`config.mk`:
```
export PLATFORM = sky130hd
export DESIGN_NAME = ysyx_25060170_pipe_skid
export DESIGN_NICKNAME = d
export VERILOG_FILES = /design/src/rtl/ysyx_25060170_pipe_skid_pkg.sv /design/src/rtl/ysyx_25060170_sat_cnt.sv /design/src/rtl/ysyx_25060170_pipe_skid.sv
export SDC_FILE = /design/constraint.sdc
export NUM_CORES = 1
export LEC_CHECK = 0
export ABC_AREA = 1
export ABC_CLOCK_PERIOD_IN_PS = 2250
export CORE_MARGIN = 2
export CORE_UTILIZATION = 45
export CTS_BUF_LIST = sky130_fd_sc_hd__clkbuf_4 sky130_fd_sc_hd__clkbuf_8
export CTS_CLUSTER_DIAMETER = 150
export DETAILED_ROUTE_END_ITERATION = 8
export PLACE_DENSITY = 0.72
export SLEW_MARGIN = 20
export SYNTH_ARGS = -nofsm -noshare
export SYNTH_HDL_FRONTEND = slang
export SYNTH_HIERARCHICAL = 1
export SYNTH_SLANG_ARGS = --single-unit
```
`constraint.sdc`:
```
create_clock -name clk -period 2.25 [get_ports clk]
set_input_delay 0.225 -clock clk [delete_from_list [all_inputs] [get_ports clk]]
set_output_delay 0.225 -clock clk [all_outputs]
set_load 0.01 [all_outputs]
```
`src/rtl/ysyx_25060170_pipe_skid_pkg.sv`:
```
// ysyx_25060170_pipe_skid_pkg
//   Shared constants for the generic pipeline-stage register.
//   - RST_LEVEL : level of the reset input that holds the block in reset.
//   - ST_*      : occupancy-state encodings; the encoding equals the number
//                 of entries held, so it is driven straight onto occ.
//   - rst_active: helper turning the raw reset pin into an "in reset" flag.
package ysyx_25060170_pipe_skid_pkg;

  localparam logic RST_LEVEL = 1'b0;

  localparam logic [1:0] ST_EMPTY = 2'd0;
  localparam logic [1:0] ST_ONE   = 2'd1;
  localparam logic [1:0] ST_TWO   = 2'd2;

  function automatic logic rst_active(input logic rst);
    return rst == RST_LEVEL;
  endfunction

endpackage

```
`src/rtl/ysyx_25060170_sat_cnt.sv`:
```
// ysyx_25060170_sat_cnt
//   Saturating up-counter that adds 0..3 per cycle and sticks at all-ones.
//   Ports:
//     clk  in          : clock
//     clr  in          : synchronous clear (wins over inc)
//     inc  in  [1:0]   : amount to add this cycle
//     cnt  out [CNT_W] : current count
module ysyx_25060170_sat_cnt #(
  parameter int CNT_W = 16
) (
  input  logic             clk,
  input  logic             clr,
  input  logic [1:0]       inc,
  output logic [CNT_W-1:0] cnt
);

  // One extra bit catches the carry that means "past all-ones".
  logic [CNT_W:0] sum;

  always_comb begin
    sum = {1'b0, cnt} + (CNT_W + 1)'(inc);
  end

  // NOTE: non-blocking assignments keep every flop updating from the
  // pre-edge values, so ordering between sequential blocks cannot matter.
  always_ff @(posedge clk) begin
    if (clr)              cnt <= '0;
    else if (sum[CNT_W])  cnt <= '1;
    else                  cnt <= sum[CNT_W-1:0];
  end

endmodule

```
`src/rtl/ysyx_25060170_pipe_skid.sv`:
```
// ysyx_25060170_pipe_skid
//   Generic pipeline-stage register with valid/ready handshake, optional
//   two-entry skid buffer and multi-source flush.
//   Parameters: W payload width, SKID (1 = registered in_ready, 2 entries;
//   0 = single entry), NFLUSH flush lines, CNT_W drop-counter width.
//   Ports:
//     clk, rst (synchronous, active-low)
//     in_valid/in_ready/in_data    : upstream handshake and payload
//     out_valid/out_ready/out_data : downstream handshake and head payload
//     flush [NFLUSH]               : flush requests, any one empties the stage
//     occ   [2]                    : entries held (0..2)
//     drop_cnt [CNT_W]             : saturating count of entries flushed
module ysyx_25060170_pipe_skid
  import ysyx_25060170_pipe_skid_pkg::*;
#(
  parameter int W      = 32,
  parameter int SKID   = 1,
  parameter int NFLUSH = 3,
  parameter int CNT_W  = 16
) (
  input  logic              clk,
  input  logic              rst,
  input  logic              in_valid,
  output logic              in_ready,
  input  logic [W-1:0]      in_data,
  output logic              out_valid,
  input  logic              out_ready,
  output logic [W-1:0]      out_data,
  input  logic [NFLUSH-1:0] flush,
  output logic [1:0]        occ,
  output logic [CNT_W-1:0]  drop_cnt
);

  logic [1:0]   state;
  logic [W-1:0] main_q;
  logic [W-1:0] skid_q;
  logic         in_rst;
  logic         flush_any;
  logic         push;
  logic         pop;

  assign in_rst    = rst_active(rst);
  assign flush_any = |flush;
  assign out_valid = (state != ST_EMPTY);
  assign out_data  = main_q;
  assign occ       = state;

  // In skid mode in_ready is a function of registered state only, which
  // breaks the out_ready -> in_ready combinational path between stages.
  always_comb begin
    if (SKID != 0) in_ready = !in_rst && !flush_any && (state != ST_TWO);
    else           in_ready = !in_rst && !flush_any && (!out_valid || out_ready);
  end

  assign push = in_valid && in_ready;
  // A flush swallows a same-cycle pop: the entry is dropped, not delivered.
  assign pop  = out_valid && out_ready && !flush_any;

  // NOTE: payload registers are reset (and zeroed on flush) so a squashed
  // stage never exposes stale data on out_data.
  always_ff @(posedge clk) begin
    if (in_rst || flush_any) begin
      state  <= ST_EMPTY;
      main_q <= '0;
    end else begin
      case (state)
        ST_EMPTY: begin
          if (push) begin
            state  <= ST_ONE;
            main_q <= in_data;
          end
        end
        ST_ONE: begin
          if (push && pop) begin
            main_q <= in_data;
          end else if (push) begin
            // Only reachable with a skid slot; without one push implies pop.
            if (SKID != 0) state <= ST_TWO;
          end else if (pop) begin
            state <= ST_EMPTY;
          end
        end
        ST_TWO: begin
          if (pop) begin
            state  <= ST_ONE;
            main_q <= skid_q;
          end
        end
        default: state <= ST_EMPTY;
      endcase
    end
  end

  generate
    if (SKID != 0) begin : g_skid
      always_ff @(posedge clk) begin
        if (in_rst || flush_any)                     skid_q <= '0;
        else if (push && !pop && state == ST_ONE)    skid_q <= in_data;
      end
    end else begin : g_no_skid
      assign skid_q = '0;
    end
  endgenerate

  // Reset clears the counter; a flush adds however many entries it discards.
  ysyx_25060170_sat_cnt #(
    .CNT_W(CNT_W)
  ) u_drop_cnt (
    .clk (clk),
    .clr (in_rst),
    .inc (flush_any ? state : 2'd0),
    .cnt (drop_cnt)
  );

endmodule

```
==> results of run 1 <==
cells in the final DEF (no fill, tap or decap), types with 2 or more instances in the layout:
master / instances
o21ai_1: 14
xnor2_1: 2
nand3_2: 3
a31oi_2: 2
clkdlybuf4s50_1: 90
clkbuf_8: 10
inv_1: 87
o21ai_0: 25
nand4_1: 3
a21oi_1: 33
ha_1: 2
dfxtp_1: 81
nand2_1: 164
buf_12: 5
nand3_1: 40
nor2_1: 112
buf_4: 8
xor2_1: 3
a21oi_2: 7
nor2_4: 2
inv_2: 4
clkinvlp_4: 3
nand2_2: 4
nor2_2: 3
worst register-to-register path: stages (launching register included):
cell	delay, ns
dfxtp_2	0.37
inv_2	0.07
nor2_1	0.12
ha_1	0.19
inv_1	0.06
fa_2	0.35
inv_2	0.07
nand2_2	0.06
nor2_4	0.16
nand4_4	0.12
buf_12	0.16
nand2_1	0.05
o21ai_0	0.08
inv_1	0.07
final cells by class:
class	count	area (um2)
fill	887	3750
multi-input combinational	429	1970
sequential	82	1640
timing repair buffer	103	1060
inverter	91	342
tap	111	139
clock buffer	10	138
clock inverter	6	66.3
repair_timing:
action	4_1_cts	5_1_grt
setup buffers	0	0
gates resized for setup	0	3
endpoints found under the hold margin	0	0
setup endpoints to repair	0	11
per-stage QoR:
step	setup slack (ns)	TNS, ns	total power, mW	cells	hold slack [ns]
after floorplan	0.260	0	1.58	637	0.360
after global placement	-0.148	-1.76	1.68	816	0.459
after detailed placement	-0.248	-3.49	1.68	816	0.467
after CTS	0.0946	0	2.76	832	0.475
after global routing	0.0459	0	2.84	832	0.500
final	0.204	0	2.73	832	0.483
registers in the layout, indices dropped and copies added, names as in the netlist:
name / count
u_drop_cnt/cnt: 16
out_data: 32
skid_q: 32
occ: 2
synth_stat cells, types with 4 or more instances:
cell,instances
nand2_1,165
nor2_1,112
inv_1,89
dfxtp_1,82
nand3_1,40
a21oi_1,33
o21ai_0,25
buf_2,20
o21ai_1,14
buf_6,8
a21oi_2,7
buf_4,4
report_power, final:
part	leakage [nW]	internal (mW)	switching (mW)
Sequential	0.661	1.45	0.00135
Clock	0.0945	0.543	0.538
Combinational	1.65	0.101	0.0902
logic make-up (layout without fill, tap and decap cells):
group / after synthesis / in the layout
AND/OR/NAND/NOR: 338 / 338
buffers and inverters: 126 / 210
AO/OA/AOI/OAI: 83 / 83
flip-flops: 82 / 82
XOR/XNOR: 5 / 5
adder cells (fa/ha/maj): 3 / 3
layer usage:
layer,routed length [um],part of all wire [%]
met2,4480,49
met3,291,3.2
met1,4390,48
met5,0,0
met4,66,0.72
worst min path at each step:
stage                                      endpoint                      start  cells after the start  slack [ns]
after floorplan              skid_q[0]$_SDFFE_PP0P_                 in_data[0]                      2        0.36
after global placement    out_data[12]$_SDFFE_PP0P_  out_data[12]$_SDFFE_PP0P_                      2        0.46
after detailed placement  out_data[16]$_SDFFE_PP0P_  out_data[16]$_SDFFE_PP0P_                      2        0.47
after CTS                   skid_q[15]$_SDFFE_PP0P_                in_data[15]                      3        0.47
after global routing         skid_q[6]$_SDFFE_PP0P_                 in_data[6]                      3        0.50
final                     out_data[15]$_SDFFE_PP0P_  out_data[15]$_SDFFE_PP0P_                      2        0.48
==> summary.txt, run 1 <==
Status
  – Status: finished, final reports clean

Drt
  – Final wirelength: 9230 um
  – Vias per inst: 4.71
  – Initial DRC count: 104
  – Via count: about 4000
  – DRC Markers: 0
  – Antenna Nets Post-Route: 0
  – DR WL/cell: 11.1 um
  – DRT Pass-1 Iters: 4

Layout
  – Layout cell share with drive strength beyond 1: 8.18%
  – Nets: 758
  – Finished Cell Area: 5360 um2
  – Inserted Diodes: 0
  – Synthesis-to-finish area growth: 28.1%
  – Util after Layout: 58.8%

Logic synthesis
  – Multiplexer share of the synthesized area: 0%
  – Register area share after synthesis: 39.3%
  – Adder-cell share of the synthesized area: 1.08%
  – Syn. warnings: 6
  – Synth Area in Compound Gates: 11.0%
  – Number of synthesized flops with an enable pin: 0
  – Simple-gate share of the synthesized area: 33.8%
  – Post-Syn Area per Cell: around 6.6 um2
  – FF+latch count, synth: 82
  – XOR/XNOR Fraction of Synth Area: between 1 and 1.5%
  – Synth area leaders: dfxtp_1, nand2_1, nor2_1
  – Mapped Area: 4180 um2
  – Synth Instances: 637
  – Net count after synthesis: 679
  – Asr flop ratio synth: 0%
  – Area fraction of the dominant cell type after synthesis: 39.3%
  – Synth Flop Type: dfxtp_1
  – Dominant cell type by area after synthesis: dfxtp_1
  – Main combinational cell family by area after synthesis: simple AND/OR/NAND/NOR gates
  – Synth unique cells: 34

STA
  – Final Hold Viols: 0
  – Unrepaired setup endpoints after global routing: false
  – Tmin final: 2.05 ns
  – Final period utilization: 90.9%
  – Slew Viols, Final: 0
  – Fmax: 489 MHz
  – Final setup fails: 0
  – Final Skew: about 0.011 ns
  – Slew @ Worst Pin: around 0.66 ns
  – Slew Limit Headroom: 56.3%

Critical path
  – Crit path max-delay family: buffers and inverters
  – Buf/Inv on CP: 6
  – Crit-path max FO: 6
  – Required time of the critical path: 2.53 ns
  – R2R depth: 13
  – CP most frequent cell: inv_1
  – CP Capture Type: register
  – WS Path Type: in2reg
  – CP Launch Type: input port
  – Critical Path, Cell by Cell: clkdlybuf4s50_1, nor2_2, nand2_1, inv_1, nor2_1, ha_1, inv_1, fa_2, inv_2, nand2_2, nor2_4, nand4_4, buf_12, nand2_1, o21ai_0, inv_1
  – Worst Setup EP: u_drop_cnt/cnt[11]$_SDFF_PP0_
  – Slowest Stage Delay on Critical Path: 0.48 ns
  – RR Endpoint: u_drop_cnt/cnt[11]$_SDFF_PP0_
  – Reg2reg start: occ[0]$_SDFFE_PP0P_
  – Crit path depth: 16
  – Reg2Reg Setup Slack: 0.25 ns
  – CP arrival: about 2.3 ns
  – Max stage delay cell, worst path: clkdlybuf4s50_1
  – Setup crit start: flush[2]

Run
  – Max_cap viols: 0

CTS
  – H-Tree Depth: 3
  – Clock Tree Root: clkbuf_8
  – Num Clock Sinks: 82
  – Clk Latency, worst-skew pair: approximately 0.34 ns
  – CTS tree: built
  – Total CTS buffers: 9
  – Reg clk slew, reported paths: 0.09 ns
  – # hold bufs at CTS: 0
  – Clk buf depth: 2

Power
  – Worst VDD drop: between 0.2 and 0.25 mV
  – Lkg Pwr: around 2.4 nW
  – Power density of the placed cells: 509 nW/um2

Floorplan
  – Die width: between 100 and 150 um
  – DIE HEIGHT: 100 um
  – Top-Level Pins: 91
  – Die area: around 10000 um2
  – Rows: 35
  – Initial Util: about 46%
  – Core box area: 9110 um2

Min path
  – Worst hold path class: reg2reg

Placed design
  – IO buf count: 90
  – Placed Area: 5150 um2
  – Post-DP HPWL: 6230 um
  – GPL Wtd Cong: ~0.79

Global routing
  – Met1 usage: 25.0%
  – Global-route wire length before repair: 15700 um
  – Gr busiest metal: met2
  – Met3 usage: between 2 and 3%
  – GR Overflow Total: 0
  – Vias in the first global route: 3456
  – Gr usage total: 18.9%
  – Grt met2 use: around a third
  – Initial antenna violation count: 0
  – Pin count of the biggest net entering global routing: 68
No activity file was read; power rests on OpenSTA's default activity.
==> run 2: changes to the inputs <==
--- a/config.mk
+++ b/config.mk
@@ -6,12 +6,12 @@
 export NUM_CORES = 1
 export LEC_CHECK = 0
 export ABC_AREA = 1
-export ABC_CLOCK_PERIOD_IN_PS = 2250
 export CORE_MARGIN = 2
 export CORE_UTILIZATION = 45
 export CTS_BUF_LIST = sky130_fd_sc_hd__clkbuf_4 sky130_fd_sc_hd__clkbuf_8
 export CTS_CLUSTER_DIAMETER = 150
 export DETAILED_ROUTE_END_ITERATION = 8
+export GPL_TIMING_DRIVEN = 0
 export PLACE_DENSITY = 0.72
 export SLEW_MARGIN = 20
 export SYNTH_ARGS = -nofsm -noshare
==> summary.txt, run 2 (synthesis gave the netlist of run 1 again) <==
Status
  – Status: finished, final reports clean

Power
  – Register share of total power: 56.9% (+3.6 points)
  – P_sw: 584 uW (-7.3%)
  – Worst VDD drop: 0.299 mV (+25%)
  – Power density of the placed cells: 474 nW/um2 (-6.8%)
  – Int Power: 1.97 mW (-5.9%)
  – Lkg Pwr: 2.48 nW (+3.1%)
  – Net Sw Frac: 22.8% (-0.27 points)
  – Comb pwr share: 7.6% (+0.6 points)
  – Design Power: 2.56 mW (-6.2%)
  – Clock share of power: 35.5% (-4.2 points)

CTS
  – Num Clock Sinks: 82 (unchanged)
  – CTS tree: built
  – Clk buf depth: 2 (unchanged)
  – Clock Tree Root: clkbuf_8
  – Total CTS buffers: 9 (unchanged)
  – Reg clk slew, reported paths: 0.08 ns (about the same)
  – H-Tree Depth: 3 (unchanged)
  – Clk Latency, worst-skew pair: 0.35 ns (about the same)

Placed design
  – IO buf count: 90 (unchanged)
  – Post-DP HPWL: 7540 um (+21%)
  – Dpl ws: -0.262 ns (-0.0138 ns)
  – GPL Wtd Cong: 0.808 (+1.9%)

Drt
  – Vias per inst: 4.76 (+1.0%)
  – Final wirelength: 10200 um (+10%)
  – Antenna Nets Post-Route: 0 (unchanged)
  – DRC Markers: 0 (unchanged)
  – DRT Pass-1 Iters: 4 (unchanged)
  – DR WL/cell: 11.9 um (+7.5%)
  – Via count: 4061 (+3.6%)
  – Initial DRC count: 114 (+9.6%)

Floorplan
  – Die width: 100 um (unchanged)
  – Top-Level Pins: 91 (unchanged)
  – Initial Util: 45.9% (unchanged)
  – DIE HEIGHT: 100 um (unchanged)
  – Core box area: 9110 um2 (unchanged)
  – Die area: 10100 um2 (unchanged)
  – Rows: 35 (unchanged)

Critical path
  – Crit path depth: 15 (-1)
  – Buf/Inv on CP: 5 (-1)
  – CP arrival: 2.35 ns (+0.02 ns)
  – R2R depth: 12 (-1)
  – CP Capture Type: register
  – Critical Path, Cell by Cell: clkdlybuf4s50_1, inv_1, nand2_1, inv_1, nor2_1, ha_1, inv_1, fa_1, inv_1, nand2_2, nor2_4, nand2_1, nor2_1, nand2_1, and3_1
  – CP most frequent cell: inv_1
  – Crit path max-delay family: simple AND/OR/NAND/NOR gates
  – Crit-path max FO: 4 (-2)
  – Required time of the critical path: 2.50 ns (-0.03 ns)
  – Max stage delay cell, worst path: clkdlybuf4s50_1
  – WS Path Type: in2reg
  – CP Launch Type: input port
  – Slowest Stage Delay on Critical Path: 0.45 ns (-0.03 ns)

Layout
  – Number of fill cells: 899 (+1.4%)
  – Multi-input combinational cell area: 1960 um2 (-0.25%)
  – Sequential cell area: 1640 um2 (about the same)
  – Nets: 782 (+3.2%)
  – Commonest non-fill, non-tap cell in the layout: nand2_1
  – Synthesis-to-finish area growth: 28.9%
  – Layout cell share with drive strength beyond 1: 10.2% (+2.1 points)
  – Inserted Diodes: 0 (unchanged)
  – Most frequent cells in the layout: nand2_1, nor2_1, clkdlybuf4s50_1, inv_1, dfxtp_1

STA
  – Unrepaired setup endpoints after global routing: false
  – Final Skew: 0.0104 ns (-0.000151 ns)
  – Final setup fails: 0 (unchanged)
  – Slew @ Worst Pin: 0.378 ns (-0.278 ns)
  – Slew Limit Headroom: 74.8% (+19 points)
  – Final Hold Viols: 0 (unchanged)
  – Tmin final: 2.10 ns (+0.0528 ns)
  – Slew Viols, Final: 0 (unchanged)
  – Final period utilization: 93.3% (+2.3 points)
  – Fmax: 476 MHz (-2.5%)
  – Final setup margin: 0.151 ns (-0.0528 ns)

Global routing
  – GR Overflow Total: 0 (unchanged)
  – Global-route wire length before repair: 16800 um (+6.9%)
  – Vias in the first global route: 3768 (+9.0%)
  – Gr usage total: 20.7% (+1.8 points)
  – Initial antenna violation count: 0 (unchanged)
  – Pin count of the biggest net entering global routing: 12 (-82%)

Min path
  – Worst hold path class: reg2reg
  – Hold path depth: 2 (unchanged)

Run
  – Max_cap viols: 0 (unchanged)
-- run 2: cell types whose count changed in the layout (fill, tap and decap cells not counted), moves of 2 or more --
cell        delta
buf_6          +8
buf_4          -2
clkbuf_4       +3
clkbuf_2       +2
inv_2          -2
buf_12         -5
clkinvlp_4     -3
inv_1          +2
buf_2         +20
-- run 2: metal layers --
layer | vias to the layer above | share of wire, % | track usage (%)
li1 | 2143 | - | -
met1 | 1827 | 46 | 25.1
met2 | 78 | 48 | 37.0
met3 | 13 | 4.1 | 4.11
met4 | 0 | 1.4 | 6.32
met5 | - | 0 | 0
-- run 2: final timing paths --
check | startpoint | to | slack [ns]
setup / recovery | flush[0] | u_drop_cnt/cnt[12]$_SDFF_PP0_ | 0.15
hold / removal | out_data[12]$_SDFFE_PP0P_ | out_data[12]$_SDFFE_PP0P_ | 0.48
setup reg to reg | occ[0]$_SDFFE_PP0P_ | u_drop_cnt/cnt[12]$_SDFF_PP0_ | 0.22
hold reg to reg | out_data[12]$_SDFFE_PP0P_ | out_data[12]$_SDFFE_PP0P_ | 0.48
-- run 2: power groups by stage --
stage	clock (mW)	combinational, mW	sequential, mW
after floorplan	0	0.0887	1.49
after global placement	0	0.193	1.49
after global routing	0.983	0.217	1.45
final	0.908	0.194	1.45
after detailed placement	0	0.194	1.49
after CTS	0.928	0.195	1.45
-- run 2: layout make-up --
type,instances,share of cell area (%)
buffer,35,4.34
clock inverter,1,0.0929
timing repair buffer,92,17.0
sequential,82,30.5
tap,111,2.58
clock buffer,12,2.72
inverter,91,6.34
multi-input combinational,429,36.4
-- run 2: timing repair --
| item | CTS | global route |
|---|---|---|
| endpoints found under the setup margin | 0 | 11 |
| resized for setup | 0 | 2 |
| hold buffers | 0 | 0 |
| setup buffers | 0 | 2 |
-- run 2: worst reg2reg max path, stage by stage (launching register included) --
cell,delay [ns]
dfxtp_2,0.37
inv_2,0.07
nor2_1,0.11
ha_1,0.17
inv_1,0.05
fa_1,0.39
inv_1,0.10
nand2_2,0.06
nor2_4,0.14
nand2_1,0.13
nor2_1,0.12
nand2_1,0.05
and3_1,0.16
-- run 2: per-stage QoR --
stage                     util (%)  hold slack (ns)  setup TNS, ns  std cells  instance area [um2]
after CTS                     59.0            0.475              0        851                 5370
after global routing          59.2            0.487              0        853                 5390
after global placement        57.3            0.459          -3.16        838                 5220
after detailed placement      57.3            0.468          -3.18        838                 5220
after floorplan                  -            0.360              0        637                 4180
final                         59.2            0.479              0        853                 5390
